==> config.mk <==
export PLATFORM = sky130hd
export DESIGN_NAME = r200_fwd_scoreboard
export DESIGN_NICKNAME = d
export VERILOG_FILES = /design/src/rtl/r200_fwd_scoreboard.sv
export SDC_FILE = /design/constraint.sdc
export NUM_CORES = 1
export LEC_CHECK = 0
export CAP_MARGIN = 40
export CORE_ASPECT_RATIO = 0.8
export CORE_MARGIN = 5
export CORE_UTILIZATION = 41
export CTS_CLUSTER_SIZE = 12
export DETAILED_ROUTE_END_ITERATION = 8
export GPL_TIMING_DRIVEN = 1
export PLACE_DENSITY = 0.91
export SLEW_MARGIN = 10
export SYNTH_ARGS = -nofsm -noshare
export SYNTH_HDL_FRONTEND = slang
export SYNTH_SLANG_ARGS = --single-unit
==> constraint.sdc <==
create_clock -name clk -period 7.3 [get_ports clk]
set_clock_uncertainty 0.05 [all_clocks]
set_input_delay 1.46 -clock clk [delete_from_list [all_inputs] [get_ports clk]]
set_output_delay 1.46 -clock clk [all_outputs]
set_load 0.01 [all_outputs]
==> src/rtl/r200_fwd_scoreboard.sv <==
// r200 operand-forwarding and load-use interlock unit.
// Tracks in-flight destinations across NSTAGES post-decode stages and resolves both decode sources.
module r200_fwd_scoreboard #(
   parameter int XLEN     = 32,
   parameter int NSTAGES  = 3,
   parameter int LD_STAGE = 2,
   parameter int CNTW     = 16
) (
   input  logic                    clk,
   input  logic                    rst,
   input  logic                    id_valid,
   input  logic [4:0]              id_rs1,
   input  logic [4:0]              id_rs2,
   input  logic                    id_use1,
   input  logic                    id_use2,
   input  logic [4:0]              id_rd,
   input  logic                    id_regwr,
   input  logic                    id_isload,
   input  logic [XLEN-1:0]         rf_rs1o,
   input  logic [XLEN-1:0]         rf_rs2o,
   input  logic [NSTAGES*XLEN-1:0] st_data,
   input  logic                    flush,
   output logic [XLEN-1:0]         op1,
   output logic [XLEN-1:0]         op2,
   output logic [3:0]              fwd_sel1,
   output logic [3:0]              fwd_sel2,
   output logic                    stall,
   output logic [CNTW-1:0]         stall_cnt
);

   logic [NSTAGES-1:0]      v_r;
   logic [NSTAGES-1:0]      wr_r;
   logic [NSTAGES-1:0]      ld_r;
   logic [NSTAGES-1:0][4:0] rd_r;
   logic [CNTW-1:0]         stall_cnt_r;

   logic [5:0]      look1_s;
   logic [5:0]      look2_s;
   logic            fwd1_s;
   logic            fwd2_s;
   logic            haz1_s;
   logic            haz2_s;
   logic            stall_s;
   logic [3:0]      sel1_s;
   logic [3:0]      sel2_s;
   logic [XLEN-1:0] op1_s;
   logic [XLEN-1:0] op2_s;

   // Returns {hit, load_use_hazard, stage_index}; scanning oldest to youngest lets the youngest match win.
   function automatic logic [5:0] lookup(
      input logic [4:0]              rs,
      input logic                    use_en,
      input logic                    valid,
      input logic [NSTAGES-1:0]      v,
      input logic [NSTAGES-1:0]      wr,
      input logic [NSTAGES-1:0]      ld,
      input logic [NSTAGES-1:0][4:0] rd
   );
      logic       hit;
      logic       haz;
      logic [3:0] idx;
      hit = 1'b0;
      haz = 1'b0;
      idx = 4'd0;
      for (int k = NSTAGES - 1; k >= 0; k--) begin
         if (v[k] && wr[k] && (rd[k] == rs) && (rs != 5'd0) && use_en && valid) begin
            hit = 1'b1;
            haz = ld[k] && (k < LD_STAGE);
            idx = 4'(k);
         end else begin
            hit = hit;
            haz = haz;
            idx = idx;
         end
      end
      return {hit, haz, idx};
   endfunction

   function automatic logic [XLEN-1:0] stage_val(
      input logic [NSTAGES*XLEN-1:0] bus,
      input logic [3:0]              idx
   );
      logic [XLEN-1:0] val;
      val = '0;
      for (int k = 0; k < NSTAGES; k++) begin
         if (idx == 4'(k)) begin
            val = bus[k*XLEN +: XLEN];
         end else begin
            val = val;
         end
      end
      return val;
   endfunction

   // Operand resolution and interlock; a load still short of LD_STAGE blocks forwarding and falls back to the RF.
   always_comb begin
      look1_s = lookup(id_rs1, id_use1, id_valid, v_r, wr_r, ld_r, rd_r);
      look2_s = lookup(id_rs2, id_use2, id_valid, v_r, wr_r, ld_r, rd_r);
      haz1_s  = look1_s[5] & look1_s[4];
      haz2_s  = look2_s[5] & look2_s[4];
      fwd1_s  = look1_s[5] & ~look1_s[4];
      fwd2_s  = look2_s[5] & ~look2_s[4];
      stall_s = (haz1_s | haz2_s) & ~flush;
      if (fwd1_s) begin
         sel1_s = look1_s[3:0] + 4'd1;
         op1_s  = stage_val(st_data, look1_s[3:0]);
      end else begin
         sel1_s = 4'd0;
         op1_s  = rf_rs1o;
      end
      if (fwd2_s) begin
         sel2_s = look2_s[3:0] + 4'd1;
         op2_s  = stage_val(st_data, look2_s[3:0]);
      end else begin
         sel2_s = 4'd0;
         op2_s  = rf_rs2o;
      end
   end

   // Scoreboard shifts every cycle, even under stall; entry 0 takes the decode instruction unless flushed or stalled.
   always_ff @(posedge clk) begin
      if (rst) begin
         v_r         <= '0;
         wr_r        <= '0;
         ld_r        <= '0;
         rd_r        <= '0;
         stall_cnt_r <= '0;
      end else begin
         v_r  <= {v_r[NSTAGES-2:0], id_valid & ~stall_s & ~flush};
         wr_r <= {wr_r[NSTAGES-2:0], id_regwr};
         ld_r <= {ld_r[NSTAGES-2:0], id_isload};
         rd_r <= {rd_r[NSTAGES-2:0], id_rd};
         if (stall_s && (stall_cnt_r != {CNTW{1'b1}})) begin
            stall_cnt_r <= stall_cnt_r + CNTW'(1);
         end else begin
            stall_cnt_r <= stall_cnt_r;
         end
      end
   end

   assign op1       = op1_s;
   assign op2       = op2_s;
   assign fwd_sel1  = sel1_s;
   assign fwd_sel2  = sel2_s;
   assign stall     = stall_s;
   assign stall_cnt = stall_cnt_r;

endmodule
==> reports/results.ini, run 1 <==
[timing]
rsz0062_at_grt = false
period_minus_slack_ns = 6.94
tns_ns = 0
max_slew.worst_pin.slew_ns = 0.648
timing.fmax_mhz = 144
timing.final.crit_share = 0.951
slew_viol_final = 0
hold_viol = 0
relSlewSlack = 0.564
setup_violations = 0

[synthesis]
synth_edf_count = 0
postSynth.asyncResetShare = 0
yosysTopAreaCell = dfxtp_1
synth_common_cells = nand2_1, o21ai_0, mux2_2
synth-seq-cells = 39
yosysMostFrequentCell = nand2_1
yosysWarnings = 0
syn_area_per_cell_sq_um = 7.06
synth_flop_cell = dfxtp_1
syn_area_sq_um = 4300
ys_seq_area_frac = 0.182
yosysTopAreaCellShare = 0.182
synth_cell_type_count = 46
yosys-top-cells-area = dfxtp_1, mux2_2, nand2_1, o21ai_0, a21oi_1
synth_cells = 609

[grt]
grtUsageTotal = 0.272
grt_max_degree = 43
grt_pass1_wl_um = 28100
overflow = 0
antenna_found_initial = 0
grt_pass1_vias = 5135

[flow_run]
drv_cap = 0

[setup_path]
crit_path_end_kind = output pin
crit_fanout = 15
cp.arrival_ns = 5.43
path_class = in2out
start_kind = input pin
r2r_start = rd_r[1]$_SDFF_PP0_
critPathRequiredTime_ns = 5.79
startpoint = id_rs2[3]

[layout]
area_growth_pct = 69.0
nets = 1040
final_layout_size_suffix_gt1_frac = 0.110
design_area_sq_um = 7270
nFillCells = 807
diodes = 0
utilization = 0.710

[min_path]
min_from = stall_cnt[5]$_SDFFE_PP0P_
hold_path.class = reg2reg

[routing]
dr.first_iter.drc_count = 475
ant_nets = 0
drc_errors = 0
vias_per_cell = 5.49
routed_wl_um = 18700
vias = 5426
drt-pass1-iter-count = 5
wire_per_inst_um = 18.9

[power]
peakVddDrop_uv = 136
p_total_mw = 0.706
power.leakage_nw = 2.70
powerDensity_nw_per_um2 = 97.2

[clock_network]
cts_made_buffers = 5
cts_buffer_depth = 2
path_clk_slew_ns = 0.06
ctsResizeCount = 0
clock-sinks = 39
clk_latency_ns = 0.29
postCtsHoldBufs = 0
root_buffer = clkbuf_16
cts_setup_buffers = 0
cts_tree = done
h-tree-depth = 2

[placement]
dp_hpwl_um = 15000
place_area_sq_um = 7100
gp_congestion = 0.951
io_buffers = 269

[floorplan]
core_sq_um = 10200
ioPinCount = 272
die_area_sq_um = 12600
die_w_um = 124
start_util = 0.420
num_rows = 33
chipHeight_um = 102

[outcome]
outcome = completed

==> routing by layer <==
| layer | part of all wire | wire, um | vias up | track usage |
|---|---|---|---|---|
| met2 | 0.49 | 9090 | 280 | 0.466 |
| li1 | - | - | 2630 | - |
| met5 | 0 | 0 | - | 0 |
| met3 | 0.072 | 1340 | 52 | 0.0590 |
| met1 | 0.41 | 7710 | 2464 | 0.348 |
| met4 | 0.032 | 596 | 0 | 0.0809 |
==> worst paths after layout <==
| kind | to | slack (ns) | cells past startpoint |
|---|---|---|---|
| hold reg to reg | stall_cnt[5]$_SDFFE_PP0P_ | 0.45 | 2 |
| setup / recovery | op2[18] | 0.36 | 14 |
| setup reg to reg | stall_cnt[3]$_SDFFE_PP0P_ | 4.59 | 7 |
| hold / removal | stall_cnt[5]$_SDFFE_PP0P_ | 0.45 | 2 |
==> power breakdown <==
part / internal (mW) / switching (mW)
Sequential: 0.218 / 0.00645
Combinational: 0.153 / 0.0807
Clock: 0.161 / 0.0868
==> metrics by stage <==
stage | instances | hold WS, ns | setup slack [ns]
finish | 989 | 0.449 | 0.360
floorplan | 610 | 0.411 | 1.73
CTS | 989 | 0.452 | 0.351
global placement | 981 | 0.431 | 0.520
global route | 989 | 0.472 | 0.0495
detailed placement | 981 | 0.436 | 0.387
==> cells in the final DEF (no fill, tap or decap), drive strengths merged, types with 2 or more instances in the layout <==
cell type / instances
or4: 7
nor2: 45
xnor2: 22
clkinv: 2
a22oi: 31
o211ai: 4
buf: 11
dfxtp: 39
and4: 3
nand2: 105
mux2: 65
or3: 5
nor4: 7
nand2b: 2
and2: 7
conb: 2
nor2b: 24
ha: 9
clkdlybuf4s50: 269
mux2i: 4
inv: 10
clkbuf: 5
a31oi: 2
a31o: 4
o21ai: 75
and3: 2
nand3: 5
a21oi: 47
xor2: 11
o22ai: 2
nand4: 16
==> sequential cells by signal (all words and copies together), names as in the netlist <==
signal and cells:
rd_r 15, v_r 3, stall_cnt 16, ld_r 2
wr_r 3
==> cell families (layout without fill, tap and decap cells) <==
family / Yosys count / after routing / share of synthesized area
buffers and inverters: 59 / 298 / 0.0591
adder cells (fa/ha/maj): 9 / 9 / 0.0262
flip-flops: 39 / 39 / 0.182
XOR/XNOR: 33 / 33 / 0.0672
other: 1 / 2 / 0.000872
AO/OA/AOI/OAI: 168 / 168 / 0.227
multiplexers: 69 / 69 / 0.182
AND/OR/NAND/NOR: 231 / 231 / 0.255
==> cell type report <==
type	count	area, sq um	area share
clock inverters	3	43.8	0.00603
repair buffers	280	2810	0.387
flip-flops and latches	39	781	0.107
clock buffers	5	125	0.0172
well taps	140	175	0.0241
inverters	10	37.5	0.00517
multi-input cells	512	3290	0.453
==> worst max-delay path, stage by stage <==
cell	delay (ns)
clkdlybuf4s50_1	0.53
xor2_1	0.20
or4_1	0.54
nor4_2	0.35
inv_1	0.17
nand3_1	0.18
ha_1	0.45
buf_4	0.29
nand2_1	0.07
nor2_1	0.08
a21oi_1	0.04
o21ai_0	0.30
mux2_2	0.23
clkdlybuf4s50_1	0.53
Note: power is estimated with default switching activity, not from simulation.
==> run 2, diff against run 1 <==
--- a/config.mk
+++ b/config.mk
@@ -13,6 +13,7 @@
 export DETAILED_ROUTE_END_ITERATION = 8
 export GPL_TIMING_DRIVEN = 1
 export PLACE_DENSITY = 0.91
+export REMOVE_ABC_BUFFERS = 1
 export SLEW_MARGIN = 10
 export SYNTH_ARGS = -nofsm -noshare
 export SYNTH_HDL_FRONTEND = slang
==> run 2 against run 1 <==
Compared with the run above: flip-flop and latch count unchanged; critical endpoint is now op1[9]; largest power group unchanged; die area unchanged; sequential share of layout area is essentially flat; total power increased by 0.73%; core utilization rose by 0.13 points; setup slack improved by 0.093 ns.
==> reports/results.ini, run 2 (same netlist as run 1, synthesis figures left out) <==
[setup_path]
critPathRequiredTime_ns = 5.79  ; about the same
slowest_delay_ns = 0.61  ; +0.07 ns
crit_top_cell = clkdlybuf4s50_1
cp.arrival_ns = 5.34  ; -0.09 ns
crit_family = buffers and inverters
crit_fanout = 31  ; +16
path_cells = clkdlybuf4s50_1, or4_4, o211ai_4, or4_1, nand3_1, ha_1, nor2b_2, buf_4, a22oi_1, o21ai_0, mux2_2, clkdlybuf4s50_1
crit_path_end_kind = output pin
start_kind = input pin
cp.buffers_inverters = 3  ; -1
slowest_stage = or4_4
path_class = in2out

[timing]
relSlewSlack = 0.656  ; +0.0912
period_minus_slack_ns = 6.85  ; -0.0928 ns
slew_viol_final = 0  ; unchanged
timing.fmax_mhz = 146  ; +1.4%
timing.final.crit_share = 0.938  ; -0.0127
worst_slack_ns = 0.453  ; +0.0928 ns
max_slew.worst_pin.slew_ns = 0.511  ; -0.136 ns
setup_violations = 0  ; unchanged
tns_ns = 0  ; unchanged
rsz0062_at_grt = false
hold_viol = 0  ; unchanged

[flow_run]
drv_cap = 0  ; unchanged

[min_path]
hold_path.class = reg2reg

[routing]
wire_per_inst_um = 19.3  ; +1.8%
drt-pass1-iter-count = 5  ; unchanged
routed_wl_um = 19100  ; +2.0%
vias = 5469  ; +0.79%
drc_errors = 0  ; unchanged
vias_per_cell = 5.52  ; +0.59%
dr.first_iter.drc_count = 516  ; +8.6%
ant_nets = 0  ; unchanged

[clock_network]
clk_latency_ns = 0.28  ; about the same
path_clk_slew_ns = 0.06  ; about the same
clock-sinks = 39  ; unchanged
h-tree-depth = 2  ; unchanged
ctsResizeCount = 0  ; unchanged
cts_made_buffers = 5  ; unchanged
postCtsHoldBufs = 0  ; unchanged
cts_tree = done
cts_buffer_depth = 2  ; unchanged
cts_setup_buffers = 0  ; unchanged
root_buffer = clkbuf_16

[grt]
antenna_found_initial = 1  ; +1
grt_pass1_vias = 5188  ; +1.0%
grt_max_degree = 49  ; +14%
overflow = 0  ; unchanged
grt_pass1_wl_um = 28500  ; +1.6%
grtUsageTotal = 0.277  ; +0.00515

[floorplan]
chipHeight_um = 102  ; unchanged
die_area_sq_um = 12600  ; unchanged
ioPinCount = 272  ; unchanged
start_util = 0.420  ; unchanged
die_w_um = 124  ; unchanged
num_rows = 33  ; unchanged
core_sq_um = 10200  ; unchanged

[layout]
multi_input_area_sq_um = 3290  ; unchanged
largest_reg_flops = 16  ; unchanged
final_cell_mix = clkdlybuf4s50_1, nand2_1, o21ai_0
nFillCells = 817  ; +1.2%
nets = 1041  ; +0.096%
mostFrequentLayoutCell = clkdlybuf4s50_1
seq_area_sq_um = 781  ; unchanged
area_growth_pct = 69.3
final_layout_size_suffix_gt1_frac = 0.111  ; +0.00105

[power]
peakVddDrop_uv = 164  ; +20%
powerDensity_nw_per_um2 = 97.7  ; +0.54%
power.leakage_nw = 2.71  ; +0.27%

[placement]
gp_congestion = 0.993  ; +4.4%
dp_hpwl_um = 15500  ; +3.2%
io_buffers = 269  ; unchanged
place_ws_ns = 0.421  ; +0.0338 ns

[outcome]
outcome = completed

[run 2: per-stage QoR]
| stage | utilization | std cells | instance area, sq um | hold slack (ns) | power, mW |
|---|---|---|---|---|---|
| global route | 0.711 | 991 | 7280 | 0.449 | 0.742 |
| floorplan | - | 561 | 4090 | 0.407 | 0.296 |
| global placement | 0.694 | 982 | 7100 | 0.421 | 0.458 |
| finish | 0.711 | 991 | 7280 | 0.433 | 0.712 |
| detailed placement | 0.694 | 982 | 7100 | 0.425 | 0.462 |
| CTS | 0.711 | 990 | 7280 | 0.434 | 0.714 |
[run 2: area by class of cell]
type	instances	area share
Timing Repair Buffer	281	0.387
Tap cell	140	0.0241
Clock inverter	3	0.00653
Inverter	10	0.00516
Antenna cell	1	0.000344
Multi-Input combinational cell	512	0.452
Sequential cell	39	0.107
Clock buffer	5	0.0172
[run 2: final timing paths]
check                           slack, ns                        end          startpoint  depth (start not counted)
worst max-delay path                 0.45                     op1[9]           id_rs1[1]                         12
worst min-delay path                 0.43          v_r[2]$_SDFF_PP0_   v_r[1]$_SDFF_PP0_                          1
worst max register to register       4.63  stall_cnt[3]$_SDFFE_PP0P_  rd_r[3]$_SDFF_PP0_                          7
worst min register to register       0.43          v_r[2]$_SDFF_PP0_   v_r[1]$_SDFF_PP0_                          1
[run 2: where the power goes]
group	total, mW	internal (mW)	switching [mW]
Sequential	0.224	0.218	0.00629
Combinational	0.235	0.154	0.0817
Clock	0.252	0.163	0.0892
Total	0.712	0.534	0.177
[run 2: metal layers]
layer  wire, um  track usage  part of all wire  up-vias
li1           -            -                 -     2630
met1       7890        0.359              0.41     2497
met2       9250        0.473              0.48      297
met3       1430       0.0648             0.075       45
met4        544       0.0649             0.028        0
met5          0            0                 0        -
